[config.mk]
export PLATFORM = sky130hd
export DESIGN_NAME = utf8_decoder
export DESIGN_NICKNAME = d
export VERILOG_FILES = /design/src/rtl/utf8_pkg.sv /design/src/rtl/utf8_lead_classify.sv /design/src/rtl/utf8_decoder.sv
export SDC_FILE = /design/constraint.sdc
export NUM_CORES = 1
export LEC_CHECK = 0
export ABC_AREA = 1
export CAP_MARGIN = 20
export CELL_PAD_IN_SITES_DETAIL_PLACEMENT = 1
export CELL_PAD_IN_SITES_GLOBAL_PLACEMENT = 1
export CORE_MARGIN = 2
export CORE_UTILIZATION = 36
export DETAILED_ROUTE_END_ITERATION = 10
export PLACE_DENSITY_LB_ADDON = 0.12
export SYNTH_ARGS = -nofsm -noshare
export SYNTH_HDL_FRONTEND = slang
export SYNTH_SLANG_ARGS = --single-unit
export TNS_END_PERCENT = 50
[constraint.sdc]
create_clock -name clock -period 2.9 [get_ports clock]
set_clock_uncertainty 0.1 [all_clocks]
set_input_delay 0.87 -clock clock [delete_from_list [all_inputs] [get_ports clock]]
set_output_delay 0.87 -clock clock [all_outputs]
set_load 0.02 [all_outputs]
[src/rtl/utf8_pkg.sv]
// Shared types, constants and lead/second-byte lookups for the streaming UTF-8 decoder.
package utf8_pkg;

    typedef enum logic [1:0] {
        IDLE  = 2'd0,
        NEED1 = 2'd1,
        NEED2 = 2'd2,
        NEED3 = 2'd3
    } state_t;

    localparam logic [20:0] REPLACEMENT_CP = 21'h00FFFD;
    localparam logic [20:0] BOM_CP         = 21'h00FEFF;

    // Total sequence length for a lead byte; 0 marks a byte that can never start a sequence.
    function automatic logic [2:0] lead_len(input logic [7:0] b);
        if (b <= 8'h7F)                     return 3'd1;
        else if (b >= 8'hC2 && b <= 8'hDF)  return 3'd2;
        else if (b >= 8'hE0 && b <= 8'hEF)  return 3'd3;
        else if (b >= 8'hF0 && b <= 8'hF4)  return 3'd4;
        else                                return 3'd0;
    endfunction

    // The first continuation byte is narrowed to reject overlongs, surrogates and > U+10FFFF.
    function automatic logic [7:0] second_min(input logic [7:0] lead);
        case (lead)
            8'hE0:   return 8'hA0;
            8'hF0:   return 8'h90;
            default: return 8'h80;
        endcase
    endfunction

    function automatic logic [7:0] second_max(input logic [7:0] lead);
        case (lead)
            8'hED:   return 8'h9F;
            8'hF4:   return 8'h8F;
            default: return 8'hBF;
        endcase
    endfunction

endpackage

[src/rtl/utf8_lead_classify.sv]
// Combinational lead-byte classifier: next decoder state, initial payload bits, illegal flag.
module utf8_lead_classify
    import utf8_pkg::*;
(
    input  logic [7:0] lead_byte,
    output state_t     next_state,
    output logic [6:0] payload,
    output logic       illegal
);

    always_comb begin
        // NOTE: every output gets a default before the case so no latch is inferred.
        next_state = IDLE;
        payload    = 7'd0;
        illegal    = 1'b0;
        case (lead_len(lead_byte))
            3'd1: payload = lead_byte[6:0];
            3'd2: begin
                next_state = NEED1;
                payload    = {2'd0, lead_byte[4:0]};
            end
            3'd3: begin
                next_state = NEED2;
                payload    = {3'd0, lead_byte[3:0]};
            end
            3'd4: begin
                next_state = NEED3;
                payload    = {4'd0, lead_byte[2:0]};
            end
            default: illegal = 1'b1;
        endcase
    end

endmodule

[src/rtl/utf8_decoder.sv]
// Streaming UTF-8 decoder: one byte in per handshake, one code point (or U+FFFD) out per handshake.
module utf8_decoder
    import utf8_pkg::*;
#(
    parameter bit STRIP_BOM = 1'b1,
    parameter int ERR_W     = 16
) (
    input  logic             clock,
    input  logic             rst_n,
    input  logic             in_valid,
    input  logic [7:0]       in_byte,
    output logic             in_ready,
    output logic             out_valid,
    output logic [20:0]      out_cp,
    output logic             out_err,
    input  logic             out_ready,
    output logic [ERR_W-1:0] err_count
);

    state_t      state;
    logic [14:0] acc;
    logic [7:0]  lead;
    logic        second;
    logic        first;

    state_t      cls_next;
    logic [6:0]  cls_payload;
    logic        cls_illegal;

    logic        space;
    logic        cont_ok;
    logic        bad_cont;
    logic        take;
    logic        emit;
    logic        emit_err;
    logic        suppress;
    logic [20:0] emit_cp;
    logic [20:0] acc_next;

    utf8_lead_classify u_classify (
        .lead_byte  (in_byte),
        .next_state (cls_next),
        .payload    (cls_payload),
        .illegal    (cls_illegal)
    );

    assign space    = !out_valid || out_ready;
    assign acc_next = {acc, in_byte[5:0]};
    assign cont_ok  = second ? (in_byte >= second_min(lead) && in_byte <= second_max(lead))
                             : (in_byte[7:6] == 2'b10);
    // A bad continuation is never consumed: it is replayed as a lead once the error is out.
    assign bad_cont = in_valid && (state != IDLE) && !cont_ok;
    assign in_ready = space && !bad_cont;
    assign take     = in_valid && in_ready;

    always_comb begin
        emit     = 1'b0;
        emit_cp  = REPLACEMENT_CP;
        emit_err = 1'b0;
        if (state == IDLE) begin
            if (take) begin
                if (cls_illegal) begin
                    emit     = 1'b1;
                    emit_err = 1'b1;
                end else if (cls_next == IDLE) begin
                    emit    = 1'b1;
                    emit_cp = {14'd0, cls_payload};
                end
            end
        end else if (bad_cont) begin
            if (space) begin
                emit     = 1'b1;
                emit_err = 1'b1;
            end
        end else if (take && state == NEED1) begin
            emit    = 1'b1;
            emit_cp = acc_next;
        end
    end

    assign suppress = STRIP_BOM && first && !emit_err && (emit_cp == BOM_CP);

    // NOTE: all state below uses non-blocking assignments so every register samples pre-edge values.
    always_ff @(posedge clock or negedge rst_n) begin
        if (!rst_n) begin
            state     <= IDLE;
            acc       <= '0;
            lead      <= '0;
            second    <= 1'b0;
            first     <= 1'b1;
            out_valid <= 1'b0;
            out_cp    <= '0;
            out_err   <= 1'b0;
            err_count <= '0;
        end else begin
            if (out_valid && out_ready) out_valid <= 1'b0;

            if (emit) begin
                first <= 1'b0;
                if (!suppress) begin
                    out_valid <= 1'b1;
                    out_cp    <= emit_cp;
                    out_err   <= emit_err;
                    if (emit_err && err_count != {ERR_W{1'b1}})
                        err_count <= err_count + ERR_W'(1);
                end
            end

            if (state == IDLE) begin
                if (take && !cls_illegal && cls_next != IDLE) begin
                    state  <= cls_next;
                    acc    <= {8'd0, cls_payload};
                    lead   <= in_byte;
                    second <= 1'b1;
                end
            end else if (bad_cont) begin
                if (space) begin
                    state  <= IDLE;
                    second <= 1'b0;
                end
            end else if (take) begin
                acc    <= acc_next[14:0];
                second <= 1'b0;
                case (state)
                    NEED3:   state <= NEED2;
                    NEED2:   state <= NEED1;
                    default: state <= IDLE;
                endcase
            end
        end
    end

endmodule

==> impl_metrics.env <==
export IMPL_status="finished, violations left"
export IMPL_violations="setup timing"
export IMPL_crit_reg2reg_launch="lead[4]$_DFFE_PN0P_"
export IMPL_worst_setup_path_end_kind="primary output"
export IMPL_core_area_sq_mm=0.009196
export IMPL_fmax_mhz=302.2
export IMPL_ys_seq_area_frac=0.4853
export IMPL_timing_rr_end="out_cp[1]$_DFFE_PN0P_"
export IMPL_hold_path_class="register to register"
export IMPL_diodes=0
export IMPL_critPathSlowestCell="dfrtp_1"
export IMPL_vias=3305
export IMPL_synth_avg_cell_area_sq_um=8.148
export IMPL_worst_slack_ns=-0.4091
export IMPL_r2r_cells=23
export IMPL_layout_common_cells="nand2_1 (102), dfrtp_1 (65), buf_4 (61)"
export IMPL_yosysWarnings=0
export IMPL_io_buffers=51
export IMPL_drc=0
export IMPL_multiInputGateArea_sq_mm=0.001884
export IMPL_stdcell_count=665
export IMPL_htree_levels=3
export IMPL_slowest_delay_ns=0.42
export IMPL_startpoint="lead[4]$_DFFE_PN0P_"
export IMPL_dieWidth_um=101.3
export IMPL_rsz0062_at_grt="yes"
export IMPL_path_buf_inv=2
export IMPL_wirelength_um=10650
export IMPL_grt_util_all_layers=0.2032
export IMPL_num_rows=35
export IMPL_grt_max_degree=43
export IMPL_cap_violations=0
export IMPL_areaGrowthSynthToFinish_pct=55.88
export IMPL_ys_types=36
export IMPL_nFillCells=1088
export IMPL_synthCells=418
export IMPL_cp_depth=13
export IMPL_worstMarginPinSlew_ns=0.6494
export IMPL_whs_ns=0.3751
export IMPL_drive_above_1_share=0.3321
export IMPL_syn_nets=435
export IMPL_ios=52
export IMPL_overflow=0
export IMPL_regArea_sq_mm=0.001653
export IMPL_layout_commonest_cell="nand2_1"
export IMPL_crit_type="register to primary output"
export IMPL_post_drt_wl_per_cell_um=16.01
export IMPL_reg2reg_setup_slack_ns=-0.29
export IMPL_grt_pass1_wl_um=16350
export IMPL_setup_viol_count_final=25
export IMPL_peakVddDrop_mv=0.3623
export IMPL_syn_cell_area_sq_mm=0.003406
export IMPL_finalSetupTns_ns=-6.343
export IMPL_crit_arrival_ns=2.34
export IMPL_viasPerCell=4.970
export IMPL_clk_insertion_delay_late_ns=0.36
export IMPL_dieArea_sq_mm=0.01025
export IMPL_p_per_area_mw_per_mm2=979.2
export IMPL_cts_buffers=9
export IMPL_worst_path_most_repeated_cell="nand2_1"
export IMPL_power_leakage_nw=2.568
export IMPL_clkSinkCount=66
export IMPL_worstPathCellList="nor4_2 -> buf_4 -> a41o_1 -> ha_4 -> nand2_2 -> nor2_2 -> nand2_1 -> nand2_1 -> nand2_1 -> nand2_2 -> nand2_4 -> a21oi_2 -> buf_4"
export IMPL_fp_dieH_um=101.3
export IMPL_dp_hpwl_um=7039
export IMPL_finalNetCount=566
export IMPL_period_share=1.141
export IMPL_hold_violations=0
export IMPL_first_global_vias=3301
export IMPL_ant_nets=0
export IMPL_cp_endpoint="in_ready"
export IMPL_worst_path_max_fanout=3
export IMPL_clockBufferDepth=2
export IMPL_synth_area_leaders="dfrtp_1 (48%), nand2_1 (14%), nand3_1 (6.5%)"
export IMPL_synth_top_area_frac=0.4776
export IMPL_cts_root_buf="clkbuf_8"
export IMPL_cts_tree="built"
export IMPL_dp_cells=634
export IMPL_finalWeightedCongestion=0.8998
export IMPL_synth_seq_cells=66
export IMPL_antenna_found_initial=0
export IMPL_timing_final_crit_period_ns=3.309
export IMPL_crit_family="simple AND/OR/NAND/NOR gates"
export IMPL_slew_violations=0
export IMPL_initial_core_util=0.3703
export IMPL_worstPathRequired_ns=1.93
export IMPL_firstDrtPassIters=4
export IMPL_startpoint_type="register"
export IMPL_first_iter_violations=85
export IMPL_slew_headroom=0.5654
export IMPL_synth_largest_area_cell="dfrtp_1"
export IMPL_clkTransAtPathRegs_ns=0.08
==> registers in the layout, indices dropped and copies added, names as in the netlist, 2 cells and up <==
register / flops
err_count: 16
acc: 15
lead: 8
out_cp: 21
state: 2
==> worst min-delay path by stage <==
stage | cells past startpoint | slack [ns] | end | start
after global routing | 2 | 0.40 | out_cp[15]$_DFFE_PN0P_ | out_cp[15]$_DFFE_PN0P_
after floorplan | 2 | 0.34 | first$_DFFE_PN1P_ | first$_DFFE_PN1P_
after global placement | 2 | 0.35 | first$_DFFE_PN1P_ | first$_DFFE_PN1P_
final | 2 | 0.38 | out_cp[12]$_DFFE_PN0P_ | out_cp[12]$_DFFE_PN0P_
after detailed placement | 2 | 0.35 | first$_DFFE_PN1P_ | first$_DFFE_PN1P_
after CTS | 2 | 0.37 | first$_DFFE_PN1P_ | first$_DFFE_PN1P_
==> metrics by stage <==
stage          instance area, sq um  utilization  power, mW  worst slack, ns
3_5_place_dp                   4494       0.4887      3.589           -1.042
5_1_grt                        5309       0.5773      5.556          -0.5841
2_1_floorplan                  3417            -      2.650        0.0009941
4_1_cts                        4898       0.5327      4.820          -0.4094
6_report                       5309       0.5773      5.199          -0.4091
3_3_place_gp                   4494       0.4887      3.526          -0.9632
==> worst min-delay path: stages, from the launching register on <==
cell	delay [ns]
dfrtp_1	0.35
nand2_1	0.05
nand2_1	0.05
==> area by class of cell <==
cell class                 count  share of cell area
inverter                      53             0.03794
clock buffer                  10             0.02593
timing repair buffer         127              0.2178
multi-input combinational    292              0.3549
sequential                    66              0.3113
clock inverter                 6             0.02593
tap                          111             0.02616
==> metal layers <==
metal  vias up  GRT usage  part of all wire
li1       1627          -                 -
met1      1617     0.2739              0.45
met2        48     0.3352              0.52
met3        13    0.02830             0.020
met4         0    0.07277             0.015
met5         -          0                 0
==> report_power, final <==
group          total, mW  internal [mW]  switching (mW)
sequential          1.47           1.25           0.228
clock               1.07          0.685           0.385
combinational       2.66           1.19            1.47
==> repair_timing <==
action | CTS | global route
buffers inserted | 2 | 7
gates cloned | 3 | 3
resized for setup | 31 | 87
pin swaps | 6 | 31
hold buffers | 0 | 0
setup endpoints to repair | 67 | 67
==> synth_stat cells <==
cell	count
nand2_1	123
dfrtp_1	65
inv_1	50
nand3_1	44
nor2_1	26
o21ai_0	22
nand4_1	12
xor2_1	9
clkbuf_1	7
xnor2_1	6
a21oi_1	5
ha_1	5
o22ai_1	5
nor2_2	4
nor3_1	4
buf_6	3
inv_2	3
nand2_4	3
o211ai_1	3
nand2_2	2
nor4_1	2
a21boi_2	1
a31oi_1	1
a41o_1	1
buf_2	1
dfstp_2	1
nand3_2	1
nand3_4	1
nand3b_1	1
nor2_4	1
nor4b_1	1
o2111ai_2	1
o221ai_1	1
o311ai_4	1
o41ai_1	1
or2_2	1
==> cells by family after synthesis <==
logic type / count (synthesis) / synth area share
simple gates: 226 / 0.2994
flops: 66 / 0.4853
buf+inv: 64 / 0.07752
compound gates: 42 / 0.08082
xor+xnor: 15 / 0.03858
fa+ha+maj: 5 / 0.01837
(Power assumes the default switching activity.)
